## src/rtl/vga_timing_if.sv

```systemverilog
// Raster timing bundle carried from vga_timing to the draw stages.
// frame_cnt is present only when VGA_TIMING_FRAME_CNT_EN is defined.
interface vga_timing_if #(
    parameter int CNT_W = 11
);
    logic [CNT_W-1:0] hcount;
    logic [CNT_W-1:0] vcount;
    logic             hsync;
    logic             hblnk;
    logic             vsync;
    logic             vblnk;
    logic             frame_start;
`ifdef VGA_TIMING_FRAME_CNT_EN
    logic [15:0]      frame_cnt;

    modport master (
        output hcount, vcount, hsync, hblnk, vsync, vblnk, frame_start, frame_cnt
    );
    modport slave (
        input  hcount, vcount, hsync, hblnk, vsync, vblnk, frame_start, frame_cnt
    );
`else
    modport master (
        output hcount, vcount, hsync, hblnk, vsync, vblnk, frame_start
    );
    modport slave (
        input  hcount, vcount, hsync, hblnk, vsync, vblnk, frame_start
    );
`endif
endinterface

```

## src/rtl/vga_timing.sv

```systemverilog
// Free-running raster timing generator (XGA defaults): counters, blanking, syncs, frame pulse.
// Optional frames-completed counter enabled by defining VGA_TIMING_FRAME_CNT_EN.
module vga_timing #(
    parameter int H_ACTIVE = 1024,
    parameter int H_FP     = 24,
    parameter int H_SYNC   = 136,
    parameter int H_BP     = 160,
    parameter int V_ACTIVE = 768,
    parameter int V_FP     = 3,
    parameter int V_SYNC   = 6,
    parameter int V_BP     = 29,
    parameter int CNT_W    = 11
) (
    input  logic         clk,
    input  logic         rst_n,
    vga_timing_if.master timing_o
);

    localparam int H_TOTAL = H_ACTIVE + H_FP + H_SYNC + H_BP;
    localparam int V_TOTAL = V_ACTIVE + V_FP + V_SYNC + V_BP;

    localparam logic [CNT_W-1:0] H_LAST     = CNT_W'(H_TOTAL - 1);
    localparam logic [CNT_W-1:0] V_LAST     = CNT_W'(V_TOTAL - 1);
    localparam logic [CNT_W-1:0] H_BLNK_BEG = CNT_W'(H_ACTIVE);
    localparam logic [CNT_W-1:0] H_SYNC_BEG = CNT_W'(H_ACTIVE + H_FP);
    localparam logic [CNT_W-1:0] H_SYNC_END = CNT_W'(H_ACTIVE + H_FP + H_SYNC);
    localparam logic [CNT_W-1:0] V_BLNK_BEG = CNT_W'(V_ACTIVE);
    localparam logic [CNT_W-1:0] V_SYNC_BEG = CNT_W'(V_ACTIVE + V_FP);
    localparam logic [CNT_W-1:0] V_SYNC_END = CNT_W'(V_ACTIVE + V_FP + V_SYNC);
    localparam logic [CNT_W-1:0] CNT_ONE    = CNT_W'(1);

    logic [CNT_W-1:0] hcount_q, hcount_d;
    logic [CNT_W-1:0] vcount_q, vcount_d;
    logic             hsync_q, hsync_d;
    logic             hblnk_q, hblnk_d;
    logic             vsync_q, vsync_d;
    logic             vblnk_q, vblnk_d;
    logic             frame_start_q, frame_start_d;

    // Flags decode the next-state counters so they land in the same register stage.
    always_comb begin
        hcount_d = hcount_q + CNT_ONE;
        vcount_d = vcount_q;
        if (hcount_q == H_LAST) begin
            hcount_d = '0;
            vcount_d = (vcount_q == V_LAST) ? '0 : (vcount_q + CNT_ONE);
        end

        hblnk_d       = (hcount_d >= H_BLNK_BEG);
        hsync_d       = (hcount_d >= H_SYNC_BEG) && (hcount_d < H_SYNC_END);
        vblnk_d       = (vcount_d >= V_BLNK_BEG);
        vsync_d       = (vcount_d >= V_SYNC_BEG) && (vcount_d < V_SYNC_END);
        frame_start_d = (hcount_d == '0) && (vcount_d == '0);
    end

    always_ff @(posedge clk or negedge rst_n) begin
        if (!rst_n) begin
            hcount_q      <= '0;
            vcount_q      <= '0;
            hsync_q       <= 1'b0;
            hblnk_q       <= 1'b0;
            vsync_q       <= 1'b0;
            vblnk_q       <= 1'b0;
            frame_start_q <= 1'b0;
        end else begin
            hcount_q      <= hcount_d;
            vcount_q      <= vcount_d;
            hsync_q       <= hsync_d;
            hblnk_q       <= hblnk_d;
            vsync_q       <= vsync_d;
            vblnk_q       <= vblnk_d;
            frame_start_q <= frame_start_d;
        end
    end

    assign timing_o.hcount      = hcount_q;
    assign timing_o.vcount      = vcount_q;
    assign timing_o.hsync       = hsync_q;
    assign timing_o.hblnk       = hblnk_q;
    assign timing_o.vsync       = vsync_q;
    assign timing_o.vblnk       = vblnk_q;
    assign timing_o.frame_start = frame_start_q;

`ifdef VGA_TIMING_FRAME_CNT_EN
    logic [15:0] frame_cnt_q, frame_cnt_d;

    // Steps together with frame_start so the count and the pulse share a cycle.
    always_comb begin
        frame_cnt_d = frame_cnt_q;
        if (frame_start_d) begin
            frame_cnt_d = frame_cnt_q + 16'd1;
        end
    end

    always_ff @(posedge clk or negedge rst_n) begin
        if (!rst_n) begin
            frame_cnt_q <= 16'd0;
        end else begin
            frame_cnt_q <= frame_cnt_d;
        end
    end

    assign timing_o.frame_cnt = frame_cnt_q;
`endif

endmodule

```

## src/flat_wrapper.sv

```systemverilog
// flat-port wrapper written by rule: the top's interface ports become plain ports
module vga_timing_flat 
#(
    parameter int H_ACTIVE = 1024,
    parameter int H_FP     = 24,
    parameter int H_SYNC   = 136,
    parameter int H_BP     = 160,
    parameter int V_ACTIVE = 768,
    parameter int V_FP     = 3,
    parameter int V_SYNC   = 6,
    parameter int V_BP     = 29,
    parameter int CNT_W    = 11
)
  (clk, rst_n, timing_o_hcount, timing_o_vcount, timing_o_hsync, timing_o_hblnk, timing_o_vsync, timing_o_vblnk, timing_o_frame_start);
  vga_timing_if #(.CNT_W(CNT_W)) timing_o_i ();
  input  logic clk;
  input  logic rst_n;
  output wire logic [$bits(timing_o_i.hcount)-1:0] timing_o_hcount;
  output wire logic [$bits(timing_o_i.vcount)-1:0] timing_o_vcount;
  output wire logic [$bits(timing_o_i.hsync)-1:0] timing_o_hsync;
  output wire logic [$bits(timing_o_i.hblnk)-1:0] timing_o_hblnk;
  output wire logic [$bits(timing_o_i.vsync)-1:0] timing_o_vsync;
  output wire logic [$bits(timing_o_i.vblnk)-1:0] timing_o_vblnk;
  output wire logic [$bits(timing_o_i.frame_start)-1:0] timing_o_frame_start;
  assign timing_o_hcount = timing_o_i.hcount;
  assign timing_o_vcount = timing_o_i.vcount;
  assign timing_o_hsync = timing_o_i.hsync;
  assign timing_o_hblnk = timing_o_i.hblnk;
  assign timing_o_vsync = timing_o_i.vsync;
  assign timing_o_vblnk = timing_o_i.vblnk;
  assign timing_o_frame_start = timing_o_i.frame_start;
  vga_timing #(.H_ACTIVE(H_ACTIVE), .H_FP(H_FP), .H_SYNC(H_SYNC), .H_BP(H_BP), .V_ACTIVE(V_ACTIVE), .V_FP(V_FP), .V_SYNC(V_SYNC), .V_BP(V_BP), .CNT_W(CNT_W)) u_core (.clk(clk), .rst_n(rst_n), .timing_o(timing_o_i));
endmodule
```

## config.mk

```make
export PLATFORM = sky130hd
export DESIGN_NAME = vga_timing_flat
export DESIGN_NICKNAME = d
export VERILOG_FILES = /design/src/rtl/vga_timing_if.sv /design/src/rtl/vga_timing.sv /design/src/flat_wrapper.sv
export SDC_FILE = /design/constraint.sdc
export NUM_CORES = 1
export LEC_CHECK = 0
export CAP_MARGIN = 10
export CORE_UTILIZATION = 44
export CTS_CLUSTER_SIZE = 10
export DETAILED_ROUTE_END_ITERATION = 6
export DONT_BUFFER_PORTS = 1
export GPL_TIMING_DRIVEN = 1
export PLACE_DENSITY = 0.68
export SYNTH_ARGS = -nofsm -noshare
export SYNTH_HDL_FRONTEND = slang
export SYNTH_SLANG_ARGS = --single-unit
```

## constraint.sdc

```tcl
create_clock -name clk -period 2.2 [get_ports clk]
set_input_delay 0.66 -clock clk [delete_from_list [all_inputs] [get_ports clk]]
set_output_delay 0.66 -clock clk [all_outputs]
set_load 0.03 [all_outputs]
```

; ---- Word level (Yosys, flattened, before mapping)
; Cells that the tools add are included.
[totals]
wordCells = 25
ff_bits = 27
[op_classes]
add_sub_neg = 2
reduce_logical = 5
mux = 3
magnitude_cmp = 6
eq_ne = 2
[op_table]
columns = cell, n
row1 = 2-to-1 mux 11 bit, 3
row2 = "adder 11 x 1 -> 11 bit, second input constant", 2
row3 = "greater-or-equal comparator 11 x 10 -> 1 bit, second input constant", 2
row4 = "greater-or-equal comparator 11 bit, second input constant", 2
row5 = logical NOT 11 bit, 2
row6 = "equality test 11 x 10 -> 1 bit, second input constant", 1
row7 = "equality test 11 bit, second input constant", 1
row8 = "less-than comparator 11 x 10 -> 1 bit, second input constant", 1
row9 = "less-than comparator 11 bit, second input constant", 1
row10 = logical AND 1 bit, 3

; ---- Logic depth before layout (Yosys ltp)
; Gate-level depths: netlist of run 1.
[depth]
depth_word = 5
depth_mapped = 8
ltp_nobuf = 7

; ---- Least setup slack after synthesis of run 1
; Ideal clock, no wire load.
[synth_path]
path_type = flip-flop to flip-flop
startpoint = reg u_core.hcount_q[0], in the netlist u_core.timing_o.hcount[0]
endpoint = reg u_core.vsync_q, in the netlist u_core.timing_o.vsync
setup_ns = 0.087
stages_incl_launch_ff = 9
path_slack_ns = -0.403
required_time_ns = 2.113
arrival_time_ns = 2.516
n_path_buf = 1
path_cell_list = dfrtp_1 -> ha_1 -> nand2_1 -> or4_4 -> buf_6 -> and2_2 -> or2_1 -> nand4bb_1 -> a211oi_2
[synth_via]
elab_chain_cells = 4
elab_cells_between_ends = 5
[synth_lines]
columns = item, line_no
row1 = "start, declared", vga_timing.sv:32  ; logic [CNT_W-1:0] hcount_q, hcount_d;
row2 = "start signal, assigned", vga_timing.sv:66  ; hcount_q <= hcount_d;
row3 = equality test 11 bit (*), vga_timing.sv:44  ; if (hcount_q == H_LAST) begin
row4 = 2-to-1 mux 11 bit (*), vga_timing.sv:44
row5 = net u_core.vcount_d[0], vga_timing.sv:33  ; logic [CNT_W-1:0] vcount_q, vcount_d;
row6 = greater-or-equal comparator 11 x 10 -> 1 bit / less-than comparator 11 x 10 -> 1 bit (equally long branches), vga_timing.sv:52  ; vsync_d = (vcount_d >= V_SYNC_BEG) && (vcount_d < V_SYNC_END);
row7 = logical AND 1 bit (*), vga_timing.sv:52
row8 = net u_core.vsync_d, vga_timing.sv:36  ; logic vsync_q, vsync_d;
row9 = "end signal, assigned", vga_timing.sv:70  ; vsync_q <= vsync_d;
row10 = "end, declared", vga_timing.sv:36
; The timed path passes the listed nets; every way through them passes the cells marked *.

; ---- Worst setup path after layout of run 1
[layout_path]
startpoint = reg u_core.hcount_q[7], in the netlist u_core.timing_o.hcount[7]
endpoint = reg u_core.frame_start_q, in the netlist u_core.timing_o.frame_start
[layout_via]
elab_chain_cells = 4
elab_cells_between_ends = 7
[layout_lines]
columns = item, line_no
row1 = adder 11 x 1 -> 11 bit / equality test 11 bit (equally long branches), "vga_timing.sv:42, vga_timing.sv:44"
row2 = 2-to-1 mux 11 bit, vga_timing.sv:44
row3 = logical NOT 11 bit, vga_timing.sv:53  ; frame_start_d = (hcount_d == '0) && (vcount_d == '0);
row4 = logical AND 1 bit (*), vga_timing.sv:53
row5 = net u_core.frame_start_d, vga_timing.sv:38  ; logic frame_start_q, frame_start_d;
row6 = "end signal, assigned", vga_timing.sv:72  ; frame_start_q <= frame_start_d;
row7 = "end, declared", vga_timing.sv:38
; Marks and branches as above.

==> results of run 1 <==
## area by class of cell
cell class	instances	area [sq um]	share of cell area (%)
clock buffer	3	41.29	1.945
clock inverter	1	5.005	0.2357
inverter	4	15.01	0.7071
multi-input combinational	132	996.0	46.91
sequential	27	683.2	32.17
tap	48	60.06	2.829
timing repair buffer	43	322.8	15.20
## metal layers
metal	wire length, um	vias to the layer above	global-route usage [%]
met5	0	-	0
met4	43	0	7.102
met3	183	5	3.214
met2	2144	47	38.16
met1	1875	744	30.46
li1	-	704	-
## cells by family (layout without fill, tap and decap cells)
logic type / count (synthesis) / count (layout)
multiplexers: 2 / 2
XOR/XNOR: 16 / 16
flip-flops: 27 / 27
AO/OA/AOI/OAI: 29 / 29
buffers and inverters: 16 / 51
adder cells (fa/ha/maj): 4 / 4
AND/OR/NAND/NOR: 81 / 81
## layout by cell type, fill, tap and decap left out, types with 2 or more instances in the layout
| master | instances |
|---|---|
| a21o_1 | 2 |
| a21oi_1 | 4 |
| a221oi_1 | 3 |
| a31oi_1 | 2 |
| and2_1 | 4 |
| and3_1 | 8 |
| and3_2 | 2 |
| and4_1 | 2 |
| buf_4 | 43 |
| clkbuf_8 | 3 |
| dfrtp_1 | 21 |
| dfrtp_2 | 6 |
| ha_1 | 3 |
| inv_1 | 4 |
| nand2_1 | 9 |
| nand2b_1 | 2 |
| nand3_1 | 8 |
| nand4_1 | 5 |
| nor2_1 | 12 |
| nor3_1 | 6 |
| nor3_2 | 3 |
| o21ai_0 | 6 |
| or3_1 | 2 |
| or3b_2 | 2 |
| or4_4 | 3 |
| xnor2_1 | 9 |
| xor2_1 | 7 |
## metrics by stage
step | hold slack, ps | util (%)
2_1_floorplan | 364.4 | -
5_1_grt | 54.00 | 58.00
4_1_cts | 59.40 | 56.56
6_report | 66.42 | 58.00
3_3_place_gp | 365.2 | 54.34
3_5_place_dp | 365.2 | 54.34
## sequential cells by signal, summed over array words and instances, names as in the netlist
name,flops
u_core.timing_o.vsync,1
u_core.timing_o.vblnk,1
u_core.timing_o.hsync,1
u_core.timing_o.hblnk,1
u_core.timing_o.frame_start,1
u_core.timing_o.vcount,11
u_core.timing_o.hcount,11
## path summary, 6_finish.rpt
check / startpoint / endpoint / slack (ps) / cells past startpoint
worst min-delay path: rst_n / u_core.timing_o.vblnk / 70 / 0
worst min register to register: u_core.timing_o.vcount[7] / u_core.timing_o.vcount[7] / 620 / 1
worst max register to register: u_core.timing_o.hcount[7] / u_core.timing_o.frame_start / -50 / 6
max in group asynchronous: rst_n / u_core.timing_o.hcount[1] / 2050 / 0
worst max-delay path: u_core.timing_o.hcount[7] / u_core.timing_o.frame_start / -50 / 6
min in group clk: u_core.timing_o.vcount[7] / u_core.timing_o.vcount[7] / 620 / 1
## repair_timing
item	CTS	global route
resized for setup	3	8
buffers inserted	3	0
setup endpoints to repair	3	4
pin swaps	4	9
## power by group
part           switching (mW)  internal (mW)
registers                   0          0.496
logic                       0              0
clock network           0.159          0.127
==> flow_summary.toml, run 1 <==
[status]
status = "complete, but fails checks"
violations = "negative setup slack"

[power]
power_uw = 781.5
ir_drop_v = 0.0001870
cellPowerDensity_nw_per_um2 = 368.1
p_leak_nw = 0.9909

[cells_and_area]
synthToLayoutAreaGrowth_pct = 26.64
antennaDiodeCount = 0
layoutNonFillerInstCount = 258
fillers = 313
fin_area_sq_um = 2123
final_nets = 217
layout-drive-gt1-share_pct = 39.52

[sta]
hold_violations = 0
setup_slack_ps = -48.73
period_minus_slack_ps = 2249
finalSetupViolCount = 2
fin_skew_ps = 1.948
fmaxAchievable_mhz = 444.7
tightest_slew_ps = 433.8
slew_viol_final = 0
relSlewSlack_pct = 70.85
rsz0062_at_grt = "yes"
finalCritPeriodShare_pct = 102.2
tns_ps = -95.34

[floorplanning]
die_y_um = 63.73
ios = 29
fp.dieW_um = 63.73
start_util_pct = 45.80
coreArea_sq_um = 3661
die-area_sq_um = 4062
rows = 22

[logic_synthesis]
synthXorXnorAreaFrac_pct = 8.358
synthMostInstantiatedCell = "dfrtp_1"
yosys.area_share.simple_pct = 29.78
synth_fa_ha_area_share_pct = 2.985
synth.area.mux_share_pct = 1.269
synth_top_area_share_pct = 40.30
synth_sequential_area_ratio_pct = 40.30
synth_area_leaders = "dfrtp_1, xnor2_1, xor2_1"
synthDistinctLibCells = 51
netlist_area_sq_um = 1677
ys_warn_count = 0
synth_compound_area_share_pct = 12.54
synth_commonest_cells = "dfrtp_1, nor2_1, nand2_1"
synth_top_cell_by_area = "dfrtp_1"
syn_avg_cell_area_sq_um = 9.581
synth_flop_cell = "dfrtp_1"
synth-edff-count = 0
async_flop_share_pct = 100.0
synth_nets = 181
synth_top_family_by_area = "simple AND/OR/NAND/NOR gates"
syn_inst = 175
synth-seq-cells = 27

[global_routing]
grt_usage_pct = 22.87
grt_antenna_before_repair = 0
grt_first_pass_wirelength_um = 7196
grt_pass1_vias = 1490
overflow = 0
grt_start_max_net_pins = 28

[place]
port_buffers = 0
dp_hpwl_um = 3209
post-place-cells = 251
pre_cts_ws_ps = -120.4
place_congestion = 0.9271
placed_area_sq_um = 1989

[routing]
drt-initial-drc-count = 61
viasPerCell = 5.814
wl_um = 4247
wl_per_cell_um = 16.46
drtAntennaViolNets = 0
dr.pass1.iters = 4
dr_total_vias = 1500
drc = 0

[cts]
clock_latency_ps = 270
postCtsHoldBufs = 0
htree_levels = 1
max-clock-path-buffers = 2
root_buffer = "clkbuf_8"
cts_buffers = 3
clock_sinks = 27
cts_tree = "done"
cts.clk_slew.worst_paths_ps = 90

[setup_path]
path_buf_inv = 0
cp.arrival_ps = 2450
slowest_delay_ps = 520
cp_common_cell = "or4_4"
crit_chain = "or3b_4, or4_4, nor2_8, mux2i_1, or4_4, nor3_2"
crit_family = "simple AND/OR/NAND/NOR gates"
worstSetupPathType = "reg2reg"
cp-start-kind = "register"
required_ps = 2400
critPathCaptureType = "register"
critPathMaxFanout = 5
cpMaxStageDelayCell = "or4_4"

[hold_path]
min_path_type = "in2async"

[flow_run]
drv_cap = 0
No activity file was read; power rests on OpenSTA's default activity.
==> run 2, diff against run 1 <==
--- a/config.mk
+++ b/config.mk
@@ -6,12 +6,12 @@
 export NUM_CORES = 1
 export LEC_CHECK = 0
 export CAP_MARGIN = 10
-export CORE_UTILIZATION = 44
+export CORE_MARGIN = 8
+export CORE_UTILIZATION = 30
 export CTS_CLUSTER_SIZE = 10
 export DETAILED_ROUTE_END_ITERATION = 6
 export DONT_BUFFER_PORTS = 1
 export GPL_TIMING_DRIVEN = 1
-export PLACE_DENSITY = 0.68
 export SYNTH_ARGS = -nofsm -noshare
 export SYNTH_HDL_FRONTEND = slang
 export SYNTH_SLANG_ARGS = --single-unit
==> flow_summary.toml, run 2 (synthesis results as in run 1) <==
[sta]
finalCritPeriodShare_pct = 107.9
rsz0062_at_grt = "yes"
slew_viol_final = 0
fin_skew_ps = 5.451
period_minus_slack_ps = 2375
setup_slack_ps = -174.5
tightest_slew_ps = 483.3
relSlewSlack_pct = 67.53
hold_violations = 0
fmaxAchievable_mhz = 421.1
finalSetupViolCount = 2

[power]
cellPowerDensity_nw_per_um2 = 357.7
power_uw = 781.0
ir_drop_v = 0.0004012
p_leak_nw = 1.016

[floorplanning]
rows = 27
start_util_pct = 30.83
die_y_um = 90.76
coreArea_sq_um = 5439
fp.dieW_um = 90.76
die-area_sq_um = 8236
ios = 29

[place]
pre_cts_ws_ps = -101.1
post-place-cells = 277
port_buffers = 0
dp_hpwl_um = 3428
place_congestion = 0.8144

[hold_path]
min_path_type = "in2async"

[cells_and_area]
final_nets = 223
antennaDiodeCount = 0
layout_common_cells = "buf_4, dfrtp_1, nor2_1, xnor2_1, nand2_1"
synthToLayoutAreaGrowth_pct = 30.22
final_common_cell = "buf_4"
layout-drive-gt1-share_pct = 39.81
finish.utilization_pct = 40.14
layoutNonFillerInstCount = 288

[cts]
cts_buffers = 3
htree_levels = 1
clock_sinks = 27
cts_tree = "done"
root_buffer = "clkbuf_8"
max-clock-path-buffers = 2
cts.clk_slew.worst_paths_ps = 90
clock_latency_ps = 270
postCtsHoldBufs = 0

[routing]
viasPerCell = 5.038
wl_um = 4552
drt-initial-drc-count = 77
wl_per_cell_um = 15.81
dr_total_vias = 1451
drtAntennaViolNets = 0
drc = 0
dr.pass1.iters = 4

[global_routing]
grt_pass1_vias = 1463
grt_start_max_net_pins = 28
grt_antenna_before_repair = 0
overflow = 0
grt_usage_pct = 11.11
grt_first_pass_wirelength_um = 7562

[setup_path]
cp.arrival_ps = 2570
rr_startpoint = "u_core.timing_o.hcount[7]"
worstSetupPathType = "reg2reg"
critPathMaxFanout = 5
reg2reg_depth = 7
r2r-end = "u_core.timing_o.vsync"
required_ps = 2390
r2r_setup_slack_ps = -170
cp-start-kind = "register"
critPathCaptureType = "register"

[status]
status = "complete, but fails checks"
violations = "negative setup slack"

[flow_run]
drv_cap = 0
[run 2: layout make-up]
type                            count  area [sq um]
Inverter                            4         15.01
Multi-Input combinational cell    132         978.4
Fill cell                         553          3256
Timing Repair Buffer               49         371.6
Clock buffer                        4         45.04
Tap cell                           72         90.09
Sequential cell                    27         683.2
[run 2: timing repair]
item | 4_1_cts | 5_1_grt
buffers inserted | 3 | 3
pin swaps | 2 | 4
endpoints found under the setup margin | 3 | 4
cloned | 1 | 0
resized for setup | 6 | 3
[run 2: how the worst max path moves through the flow]
stage | from | to | slack [ps] | cells after the start
2_1_floorplan | u_core.timing_o.hcount[7] | u_core.timing_o.vsync | -250 | 8
3_3_place_gp | u_core.timing_o.hcount[7] | u_core.timing_o.vsync | -60 | 6
3_5_place_dp | u_core.timing_o.hcount[7] | u_core.timing_o.vsync | -100 | 7
4_1_cts | u_core.timing_o.hcount[7] | u_core.timing_o.vsync | -140 | 7
5_1_grt | u_core.timing_o.hcount[7] | u_core.timing_o.vsync | -300 | 7
6_report | u_core.timing_o.hcount[7] | u_core.timing_o.vsync | -170 | 7
[run 2: worst max-delay path, cell delays in order (launching register included)]
cell,delay (ps)
dfrtp_2,420
or3b_4,400
nor4_4,210
buf_4,200
nand4_1,110
xnor2_1,170
or4_4,570
a211oi_2,210
[run 2: power breakdown]
part | total [mW] | switching [mW] | internal [mW]
combinational | 0.000000638 | 0 | 0
clock | 0.285 | 0.155 | 0.130
sequential | 0.496 | 0 | 0.496
total | 0.781 | 0.155 | 0.626
[run 2: per-stage QoR]
stage	setup TNS, ps	instance area, sq um	hold WS (ps)
after floorplan	-468.3	1699	364.4
after global placement	-89.00	2034	365.6
after detailed placement	-176.4	2034	365.6
after CTS	-209.3	2146	59.19
after global routing	-630.5	2183	47.42
final	-345.9	2183	67.84
[run 2: layer usage]
| metal | routed length [um] | track usage, % | part of all wire [%] |
|---|---|---|---|
| met3 | 312 | 4.073 | 6.9 |
| met2 | 2184 | 18.51 | 48 |
| met1 | 2010 | 13.14 | 44 |
| met5 | 0 | 0 | 0 |
| met4 | 44 | 2.635 | 0.97 |
==> run 3, diff against run 2 <==
--- a/config.mk
+++ b/config.mk
@@ -5,12 +5,12 @@
 export SDC_FILE = /design/constraint.sdc
 export NUM_CORES = 1
 export LEC_CHECK = 0
+export BUFFER_PORTS_ARGS = -buffer_cell sky130_fd_sc_hd__buf_2
 export CAP_MARGIN = 10
 export CORE_MARGIN = 8
 export CORE_UTILIZATION = 30
 export CTS_CLUSTER_SIZE = 10
 export DETAILED_ROUTE_END_ITERATION = 6
-export DONT_BUFFER_PORTS = 1
 export GPL_TIMING_DRIVEN = 1
 export SYNTH_ARGS = -nofsm -noshare
 export SYNTH_HDL_FRONTEND = slang
==> flow_summary.toml, run 3 (synthesis results as in run 1) <==
[status]
status = "complete, but fails checks"
violations = "negative setup slack"

[routing]
drtAntennaViolNets = 0
wl_um = 4645
dr_total_vias = 1511
viasPerCell = 5.003
dr.pass1.iters = 5
wl_per_cell_um = 15.38
drt-initial-drc-count = 85
drc = 0

[sta]
tightest_slew_ps = 621.5
hold_violations = 0
tns_ps = -73.26
fmaxAchievable_mhz = 439.9
finalCritPeriodShare_pct = 103.3
relSlewSlack_pct = 58.57
slew_viol_final = 0
finalSetupViolCount = 1
period_minus_slack_ps = 2273
setup_slack_ps = -73.26
rsz0062_at_grt = "yes"
fin_skew_ps = 7.066

[cells_and_area]
synthToLayoutAreaGrowth_pct = 30.90
layout-drive-gt1-share_pct = 42.17
register_area_sq_um = 683.2
antennaDiodeCount = 0
fillers = 560
layout_common_cells = "buf_4, buf_2, dfrtp_1, nor2_1"
multiInputGateArea_sq_um = 954.7
final_nets = 237
final_common_cell = "buf_4"

[place]
place_congestion = 0.8253
port_buffers = 28
dp_hpwl_um = 3446
pre_cts_ws_ps = -56.89

[setup_path]
cp-start-kind = "register"
required_ps = 2410
critPathCaptureType = "register"
cp.arrival_ps = 2480
critPathMaxFanout = 6
worstSetupPathType = "reg2reg"

[flow_run]
drv_cap = 0

[hold_path]
min_path_type = "in2async"

[global_routing]
overflow = 0
grt_usage_pct = 11.23
grt_first_pass_wirelength_um = 7659
grt_pass1_vias = 1543
grt_start_max_net_pins = 28
grt_antenna_before_repair = 0

[cts]
cts_buffers = 3
htree_levels = 1
max-clock-path-buffers = 2
cts_tree = "done"
cts.clk_slew.worst_paths_ps = 110
clock_latency_ps = 280
root_buffer = "clkbuf_8"
clock_sinks = 27

[floorplanning]
ios = 29
start_util_pct = 30.83
die_y_um = 90.76
coreArea_sq_um = 5439
rows = 27
fp.dieW_um = 90.76
die-area_sq_um = 8236

[power]
ir_drop_v = 0.0003090
cellPowerDensity_nw_per_um2 = 369.6
p_leak_nw = 1.085
## run 3: metrics by stage
stage / util, % / instance area (sq um) / std cells / power [mW] / hold slack [ps]
after floorplan: - / 1699 / 175 / 0.5058 / 364.4
after global placement: 38.74 / 2107 / 296 / 0.5170 / 549.6
after detailed placement: 38.74 / 2107 / 296 / 0.5172 / 560.8
after CTS: 39.77 / 2163 / 301 / 0.8213 / 411.0
after global routing: 40.35 / 2195 / 302 / 0.8443 / 426.6
final: 40.35 / 2195 / 302 / 0.8112 / 374.6
## run 3: path summary, 6_finish.rpt
path | from | endpoint | slack (ps) | depth (start not counted)
max | u_core.timing_o.hcount[7] | u_core.timing_o.vsync | -70 | 6
min | rst_n | u_core.timing_o.hcount[10] | 370 | 1
max reg2reg | u_core.timing_o.hcount[7] | u_core.timing_o.vsync | -70 | 6
min reg2reg | u_core.timing_o.hcount[0] | u_core.timing_o.hcount[0] | 570 | 2
max in group asynchronous | rst_n | u_core.timing_o.hcount[0] | 1370 | 1
min in group clk | u_core.timing_o.hcount[0] | u_core.timing_o.hcount[0] | 570 | 2
## run 3: cell type report
| cell class | count | area share (%) |
|---|---|---|
| Tap cell | 72 | 4.105 |
| Inverter | 4 | 0.6842 |
| Timing Repair Buffer | 63 | 18.36 |
| Clock inverter | 1 | 0.3421 |
| Multi-Input combinational cell | 132 | 43.50 |
| Clock buffer | 3 | 1.881 |
| Sequential cell | 27 | 31.13 |
## run 3: power by group
group          total, mW  internal [mW]  switching, mW  leakage (nW)
sequential         0.496          0.496              0         0.356
clock              0.305          0.129          0.176        0.0217
combinational     0.0102       0.000636        0.00955         0.707
total              0.811          0.626          0.186          1.08
## run 3: routing by layer
layer,vias up,track usage (%),part of all wire (%)
met5,-,0,0
met4,0,2.080,0.45
met3,2,2.577,3.9
met2,31,18.82,50
met1,735,14.31,46
li1,743,-,-
## run 3: worst max-delay path, stage by stage (launching register included)
cell,delay (ps)
dfrtp_2,420
or3b_4,400
or4_4,510
nor2_8,140
mux2i_1,90
or4_4,440
a211oi_2,200
## run 3: repair_timing
item | 4_1_cts | 5_1_grt
hold buffers | 0 | 0
setup buffers | 1 | 1
gates resized for setup | 0 | 4
setup endpoints to repair | 1 | 4
